File: src/rtl/serdes_arith_pkg.sv
// serdes_arith_pkg: shared types and helpers for the byte-serial arithmetic unit.
package serdes_arith_pkg;

    typedef enum logic [1:0] {
        OP_ADD  = 2'b00,
        OP_SUB  = 2'b01,
        OP_ADDC = 2'b10,
        OP_SUBB = 2'b11
    } op_e;

    typedef enum logic [2:0] {
        LOAD_A = 3'd0,
        LOAD_B = 3'd1,
        ARMED  = 3'd2,
        CALC   = 3'd3,
        DRAIN  = 3'd4
    } state_e;

    localparam int STAT_CARRY = 0;
    localparam int STAT_OVF   = 1;
    localparam int STAT_ZERO  = 2;

    // Subtraction is done as A + ~B + cin, so both SUB flavours invert B.
    function automatic logic is_sub(input op_e op);
        return (op == OP_SUB) || (op == OP_SUBB);
    endfunction

    // Carry into the least significant slice; the chained ops reuse the sticky carry.
    function automatic logic slice_cin0(input op_e op, input logic carry);
        case (op)
            OP_ADD:  return 1'b0;
            OP_SUB:  return 1'b1;
            default: return carry;
        endcase
    endfunction

endpackage

File: src/rtl/serdes_arith_unit_byte_slice_adder.sv
// byte_slice_adder: 8-bit full adder slice that also exposes the carry into bit 7,
// needed for signed-overflow detection on the most significant slice.
module byte_slice_adder
    import serdes_arith_pkg::*;
(
    input  logic [7:0] a,
    input  logic [7:0] b,
    input  logic       cin,
    output logic [7:0] sum,
    output logic       cout,
    output logic       msb_cin
);

    logic [7:0] low;
    logic [1:0] high;

    // Split the add at bit 7 so the carry into the sign bit is visible.
    always_comb begin
        low     = {1'b0, a[6:0]} + {1'b0, b[6:0]} + {7'b0, cin};
        high    = {1'b0, a[7]} + {1'b0, b[7]} + {1'b0, low[7]};
        sum     = {high[0], low[6:0]};
        cout    = high[1];
        msb_cin = low[7];
    end

endmodule

File: src/rtl/serdes_arith_unit.sv
// serdes_arith_unit: loads two WIDTH-bit operands byte-serially, computes
// ADD/SUB/ADDC/SUBB and streams back the result bytes plus a status byte.
// Build option SERDES_ARITH_FULL_ADDER_EN: single-cycle full-width CALC
// instead of one byte slice per cycle.
//
//   state  | meaning
//   LOAD_A | accepting operand A bytes, LSB first
//   LOAD_B | accepting operand B bytes, LSB first
//   ARMED  | operands loaded, waiting for start
//   CALC   | computing result slices (busy)
//   DRAIN  | streaming result bytes then status byte
module serdes_arith_unit #(
    parameter int WIDTH = 32
) (
    input  logic       clk,
    input  logic       rst_n,
    input  logic       in_valid,
    input  logic [7:0] in_data,
    output logic       in_ready,
    input  logic [1:0] op,
    input  logic       start,
    output logic       busy,
    output logic       out_valid,
    output logic [7:0] out_data,
    input  logic       out_ready,
    output logic       carry,
    output logic       overflow,
    output logic       zero
);
    import serdes_arith_pkg::*;

    localparam int BYTES = WIDTH / 8;
    localparam int CW    = $clog2(BYTES + 1);
    localparam logic [WIDTH-1:0] BYTE_MASK = WIDTH'(8'hFF);

    if ((WIDTH % 8) != 0 || WIDTH < 8 || WIDTH > 64) begin : g_bad_width
        $error("serdes_arith_unit: WIDTH must be a multiple of 8 in 8..64");
    end

    state_e           state, next_state;
    logic [CW-1:0]    cnt;
    logic [CW+2:0]    sh;
    logic [WIDTH-1:0] a_reg, b_reg, res_reg, res_next;
    op_e              op_q;
    logic             carry_q, ovf_q, zero_q;
    logic             last_byte, last_out, sub_op, cin0;
    logic             calc_done, z_now, cout_fin, c7_fin;
    logic [7:0]       status;

    assign sh        = {cnt, 3'b000};
    assign last_byte = (cnt == CW'(BYTES - 1));
    assign last_out  = (cnt == CW'(BYTES));
    assign sub_op    = is_sub(op_q);
    assign cin0      = slice_cin0(op_q, carry_q);

`ifndef SERDES_ARITH_FULL_ADDER_EN
    logic [7:0] s_a, s_b, s_sum;
    logic       s_cin, s_cout, s_c7, c_run, zacc;

    // Select the current byte slice of each operand and its carry-in.
    always_comb begin
        s_a   = 8'(a_reg >> sh);
        s_b   = 8'(b_reg >> sh);
        if (sub_op) s_b = ~s_b;
        s_cin = (cnt == '0) ? cin0 : c_run;
    end

    byte_slice_adder u_slice (
        .a       (s_a),
        .b       (s_b),
        .cin     (s_cin),
        .sum     (s_sum),
        .cout    (s_cout),
        .msb_cin (s_c7)
    );

    // Merge the slice into the result and accumulate the all-zero test.
    always_comb begin
        res_next  = (res_reg & ~(BYTE_MASK << sh)) | (WIDTH'(s_sum) << sh);
        z_now     = ((cnt == '0) || zacc) && (s_sum == 8'h00);
        cout_fin  = s_cout;
        c7_fin    = s_c7;
        calc_done = last_byte;
    end

    // Carry and zero state carried from one slice to the next.
    always_ff @(posedge clk) begin
        if (!rst_n) begin
            c_run <= 1'b0;
            zacc  <= 1'b0;
        end else if (state == CALC) begin
            c_run <= s_cout;
            zacc  <= z_now;
        end
    end
`else
    logic [BYTES:0]   chain;
    logic [BYTES-1:0] msb_c;
    logic [WIDTH-1:0] b_eff, full_sum;

    assign b_eff    = sub_op ? ~b_reg : b_reg;
    assign chain[0] = cin0;

    for (genvar i = 0; i < BYTES; i++) begin : g_chain
        byte_slice_adder u_slice (
            .a       (a_reg[8*i +: 8]),
            .b       (b_eff[8*i +: 8]),
            .cin     (chain[i]),
            .sum     (full_sum[8*i +: 8]),
            .cout    (chain[i+1]),
            .msb_cin (msb_c[i])
        );
    end

    // Whole result is available in one cycle.
    always_comb begin
        res_next  = full_sum;
        z_now     = (full_sum == '0);
        cout_fin  = chain[BYTES];
        c7_fin    = msb_c[BYTES-1];
        calc_done = 1'b1;
    end
`endif

    // State register.
    always_ff @(posedge clk) begin
        if (!rst_n) state <= LOAD_A;
        else        state <= next_state;
    end

    // Next-state and handshake outputs.
    always_comb begin
        next_state = state;
        in_ready   = 1'b0;
        busy       = 1'b0;
        out_valid  = 1'b0;
        case (state)
            LOAD_A: begin
                in_ready = 1'b1;
                if (in_valid && last_byte) next_state = LOAD_B;
            end
            LOAD_B: begin
                in_ready = 1'b1;
                if (in_valid && last_byte) next_state = ARMED;
            end
            ARMED: begin
                if (start) next_state = CALC;
            end
            CALC: begin
                busy = 1'b1;
                if (calc_done) next_state = DRAIN;
            end
            DRAIN: begin
                out_valid = 1'b1;
                if (out_ready && last_out) next_state = LOAD_A;
            end
            default: next_state = LOAD_A;
        endcase
    end

    // Operand capture, byte counter, result and sticky flags.
    always_ff @(posedge clk) begin
        if (!rst_n) begin
            cnt     <= '0;
            a_reg   <= '0;
            b_reg   <= '0;
            res_reg <= '0;
            op_q    <= OP_ADD;
            carry_q <= 1'b0;
            ovf_q   <= 1'b0;
            zero_q  <= 1'b0;
        end else begin
            case (state)
                LOAD_A: if (in_valid) begin
                    a_reg <= (a_reg & ~(BYTE_MASK << sh)) | (WIDTH'(in_data) << sh);
                    cnt   <= last_byte ? '0 : cnt + CW'(1);
                end
                LOAD_B: if (in_valid) begin
                    b_reg <= (b_reg & ~(BYTE_MASK << sh)) | (WIDTH'(in_data) << sh);
                    cnt   <= last_byte ? '0 : cnt + CW'(1);
                end
                ARMED: if (start) begin
                    op_q <= op_e'(op);
                    cnt  <= '0;
                end
                CALC: begin
                    res_reg <= res_next;
                    cnt     <= calc_done ? '0 : cnt + CW'(1);
                    if (calc_done) begin
                        carry_q <= cout_fin;
                        ovf_q   <= c7_fin ^ cout_fin;
                        zero_q  <= z_now;
                    end
                end
                DRAIN: if (out_ready) begin
                    cnt <= last_out ? '0 : cnt + CW'(1);
                end
                default: cnt <= '0;
            endcase
        end
    end

    // Status byte layout.
    always_comb begin
        status             = 8'h00;
        status[STAT_CARRY] = carry_q;
        status[STAT_OVF]   = ovf_q;
        status[STAT_ZERO]  = zero_q;
    end

    assign out_data = last_out ? status : 8'(res_reg >> sh);
    assign carry    = carry_q;
    assign overflow = ovf_q;
    assign zero     = zero_q;

endmodule

File: config.mk
export PLATFORM = sky130hd
export DESIGN_NAME = serdes_arith_unit
export DESIGN_NICKNAME = d
export VERILOG_FILES = /design/src/rtl/serdes_arith_pkg.sv /design/src/rtl/serdes_arith_unit_byte_slice_adder.sv /design/src/rtl/serdes_arith_unit.sv
export SDC_FILE = /design/constraint.sdc
export NUM_CORES = 1
export LEC_CHECK = 0
export CAP_MARGIN = 10
export CORE_MARGIN = 10
export CORE_UTILIZATION = 54
export DETAILED_ROUTE_END_ITERATION = 10
export GPL_ROUTABILITY_DRIVEN = 0
export HOLD_SLACK_MARGIN = 0.1
export PLACE_DENSITY = 0.76
export RECOVER_POWER = 50
export SLEW_MARGIN = 20
export SYNTH_ARGS = -nofsm -noshare
export SYNTH_HDL_FRONTEND = slang
export SYNTH_SLANG_ARGS = --single-unit
File: constraint.sdc
create_clock -name clk -period 3.5 [get_ports clk]
set_input_delay 0.35 -clock clk [delete_from_list [all_inputs] [get_ports clk]]
set_output_delay 0.35 -clock clk [all_outputs]
set_load 0.05 [all_outputs]
==> summary.md <==
| Metric | Value |
|---|---|
| Met1 global-route usage | 24.8% |
| Post-synth cell types | 48 |
| Crit end category | flip-flop |
| Initial antenna violation count | 0 |
| Non-Filler Instances | 754 |
| EDFF count, synth | 0 |
| Met3 Track Usage GR | 4.12% |
| Root buf cell | clkbuf_8 |
| DRC Markers | 0 |
| Busiest grt layer | met2 |
| Arr. time, crit path | 3.88 ns |
| Crit path time final | 3.59 ns |
| Area grow syn2layout | 17.9% |
| Vias in the first global route | 4524 |
| Outcome | finished with violations |
| RSZ-0062 raised after global routing | true |
| Mapped Area | 5190 sq um |
| Clock Latency Late Sink | 0.39 ns |
| Power Total | 2.31 mW |
| Commonest non-fill, non-tap cell in the layout | nor2_1 |
| Via Count | 4553 |
| Min-delay worst type | reg -> reg |
| Post-synthesis sequential area ratio | 42.0% |
| PwrDens | 377 nW/um^2 |
| Max Cap Viol | 0 |
| Pre-CTS WS | -0.154 ns |
| Synthesized net count | 604 |
| Drt total wl | 14.1 mm |
| Warnings, synthesis | 0 |
| DP HPWL | 9.77 mm |
| Inserted Clock Buffers | 9 |
| Gr usage total | 19.8% |
| Vias per std cell | 6.04 |
| Relative slew slack | 53.9% |
| First-pass GRT wire length | 22.8 mm |
| Failing checks | negative setup slack |
| Critical path peak fanout | 7 |
| WL/cell | 18.6 um |
| Final Cell Area | 6120 sq um |
| Final setup fails | 2 |
| Port Buffer Count | 28 |
| Max VDD drop | 410 uV |
| Setup TNS Final | -0.177 ns |
| Std-Cell Rows | 35 |
| Setup Skew | 0.0137 ns |
| CTS tree | yes |
| DIE AREA | 13900 sq um |
| Worst-case clock buffer depth | 2 |
| IO Pins | 29 |
| Cell count after synthesis | 574 |
| Core area | 9280 sq um |
| CP required | 3.79 ns |
| Fmax | 278 MHz |
| DP Area | 5790 sq um |
| Slew Limit Fails | 0 |
| H-tree depth | 3 |
| Clock-pin slew on the worst setup and hold paths | 0.11 ns |
| Final Hold Fails | 0 |
| Routed Antenna Nets | 0 |
| # placed instances | 730 |
| Die Ht | 118 um |
| P_leak | 2.23 nW |
| Die X | 118 um |
| CTS Sinks | 109 |
| Startpoint types | flip-flop |
| Fin nets | 650 |
| Pin count of the biggest net entering global routing | 54 |
| Fin crit share | 103% |
| Layout cells sized above 1 | 16.3% |
| Diode count | 0 |
| Post-synthesis sequential element count | 109 |
| Starting Density | 55.9% |
| Setup CP Type | reg -> reg |
| Avg Inst Size Synth | 9.05 sq um |
| First DRT Iteration DRCs | 511 |
| Commonest non-fill, non-tap cells in the layout | nor2_1, dfxtp_1, a22oi_1, nand2_1, buf_4 |
| Worst-Margin Slew | 0.688 ns |
| Ys async rst share | 0% |
| Overflow after GRT | 0 |
| Met2 global-route usage | 32.9% |
| Ys flop type | dfxtp_1 |
| Setup ws final | -0.0944 ns |
| Drt first pass iters | 6 |
==> worst paths after layout <==
kind | startpoint | endpoint | slack [ns] | cells after the start
worst max register to register | cnt[0] | zero | -0.09 | 13
worst min register to register | res_reg[23] | res_reg[23] | 0.50 | 2
worst min-delay path | res_reg[23] | res_reg[23] | 0.50 | 2
worst max-delay path | cnt[0] | zero | -0.09 | 13
==> per-stage QoR <==
| step | utilization, % | hold WS (ns) |
|---|---|---|
| floorplan | - | 0.448 |
| finish | 65.9 | 0.500 |
| detailed placement | 62.4 | 0.473 |
| global placement | 62.4 | 0.463 |
| global route | 65.9 | 0.524 |
| CTS | 65.2 | 0.497 |
==> where the power goes <==
| part | internal (mW) | total (mW) | switching (mW) |
|---|---|---|---|
| Sequential | 1.25 | 1.26 | 0.00983 |
| Clock | 0.298 | 0.726 | 0.428 |
| Combinational | 0.136 | 0.315 | 0.179 |
==> cells by family (layout without fill, tap and decap cells) <==
| logic type | after synthesis | count (layout) | share of synthesized area (%) |
|---|---|---|---|
| AND/OR/NAND/NOR | 223 | 223 | 18.6 |
| XOR/XNOR | 10 | 10 | 1.69 |
| multiplexers | 32 | 32 | 10.7 |
| AO/OA/AOI/OAI | 139 | 139 | 19.5 |
| adder cells (fa/ha/maj) | 15 | 15 | 4.05 |
| flip-flops | 109 | 109 | 42.0 |
| buffers and inverters | 46 | 97 | 3.47 |
==> synthesized netlist by cell type (2+ instances only) <==
master | instances | share of area [%]
fa_1 | 3 | 1.2
a2bb2oi_1 | 3 | 0.51
and2_1 | 14 | 1.7
nand2b_1 | 3 | 0.36
nor3_1 | 4 | 0.39
nor2_1 | 132 | 9.5
o22ai_1 | 5 | 0.60
buf_1 | 9 | 0.65
nand2_1 | 41 | 3.0
o41ai_2 | 2 | 0.63
a21o_1 | 3 | 0.43
a32oi_1 | 4 | 0.67
mux4_2 | 19 | 8.2
nand3_1 | 10 | 0.96
a21oi_1 | 18 | 1.7
a31oi_1 | 2 | 0.24
xnor2_1 | 6 | 1.0
xor2_1 | 4 | 0.67
a22oi_1 | 76 | 11
ha_1 | 12 | 2.9
inv_1 | 10 | 0.72
a211oi_1 | 6 | 0.87
mux2i_1 | 13 | 2.5
dfxtp_1 | 109 | 42
o211ai_1 | 2 | 0.29
nor2b_1 | 10 | 1.2
o21ai_0 | 9 | 0.87
buf_2 | 6 | 0.58
clkbuf_1 | 20 | 1.4
==> worst max-delay path, stage by stage, from the launching register on <==
cell	delay [ns]
dfxtp_4	0.38
buf_12	0.14
mux4_2	0.52
nand2_2	0.11
xnor2_2	0.07
ha_1	0.30
nor2b_4	0.13
o211ai_1	0.12
a21oi_2	0.21
nor2_2	0.06
fa_1	0.52
o2111ai_1	0.12
or4_4	0.59
o41ai_4	0.22
==> per-layer routing <==
layer | wire, um | part of all wire [%]
met1 | 5840 | 42
met2 | 6860 | 49
met3 | 1020 | 7.3
met4 | 330 | 2.3
met5 | 0 | 0
==> cell type report <==
| cell class | count | area (sq um) |
|---|---|---|
| Timing Repair Buffer | 70 | 637 |
| Clock buffer | 11 | 151 |
| Fill cell | 779 | 3160 |
| Inverter | 11 | 41.3 |
| Sequential cell | 109 | 2190 |
| Tap cell | 129 | 161 |
| Clock inverter | 5 | 33.8 |
| Multi-Input combinational cell | 419 | 2910 |
==> timing repair <==
item | in CTS | in global routing
endpoints found under the hold margin | 0 | 0
setup buffers | 7 | 1
gates resized for setup | 4 | 14
pin swaps | 0 | 13
hold buffers | 0 | 0
endpoints found under the setup margin | 2 | 7
No activity file was read; power rests on OpenSTA's default activity.
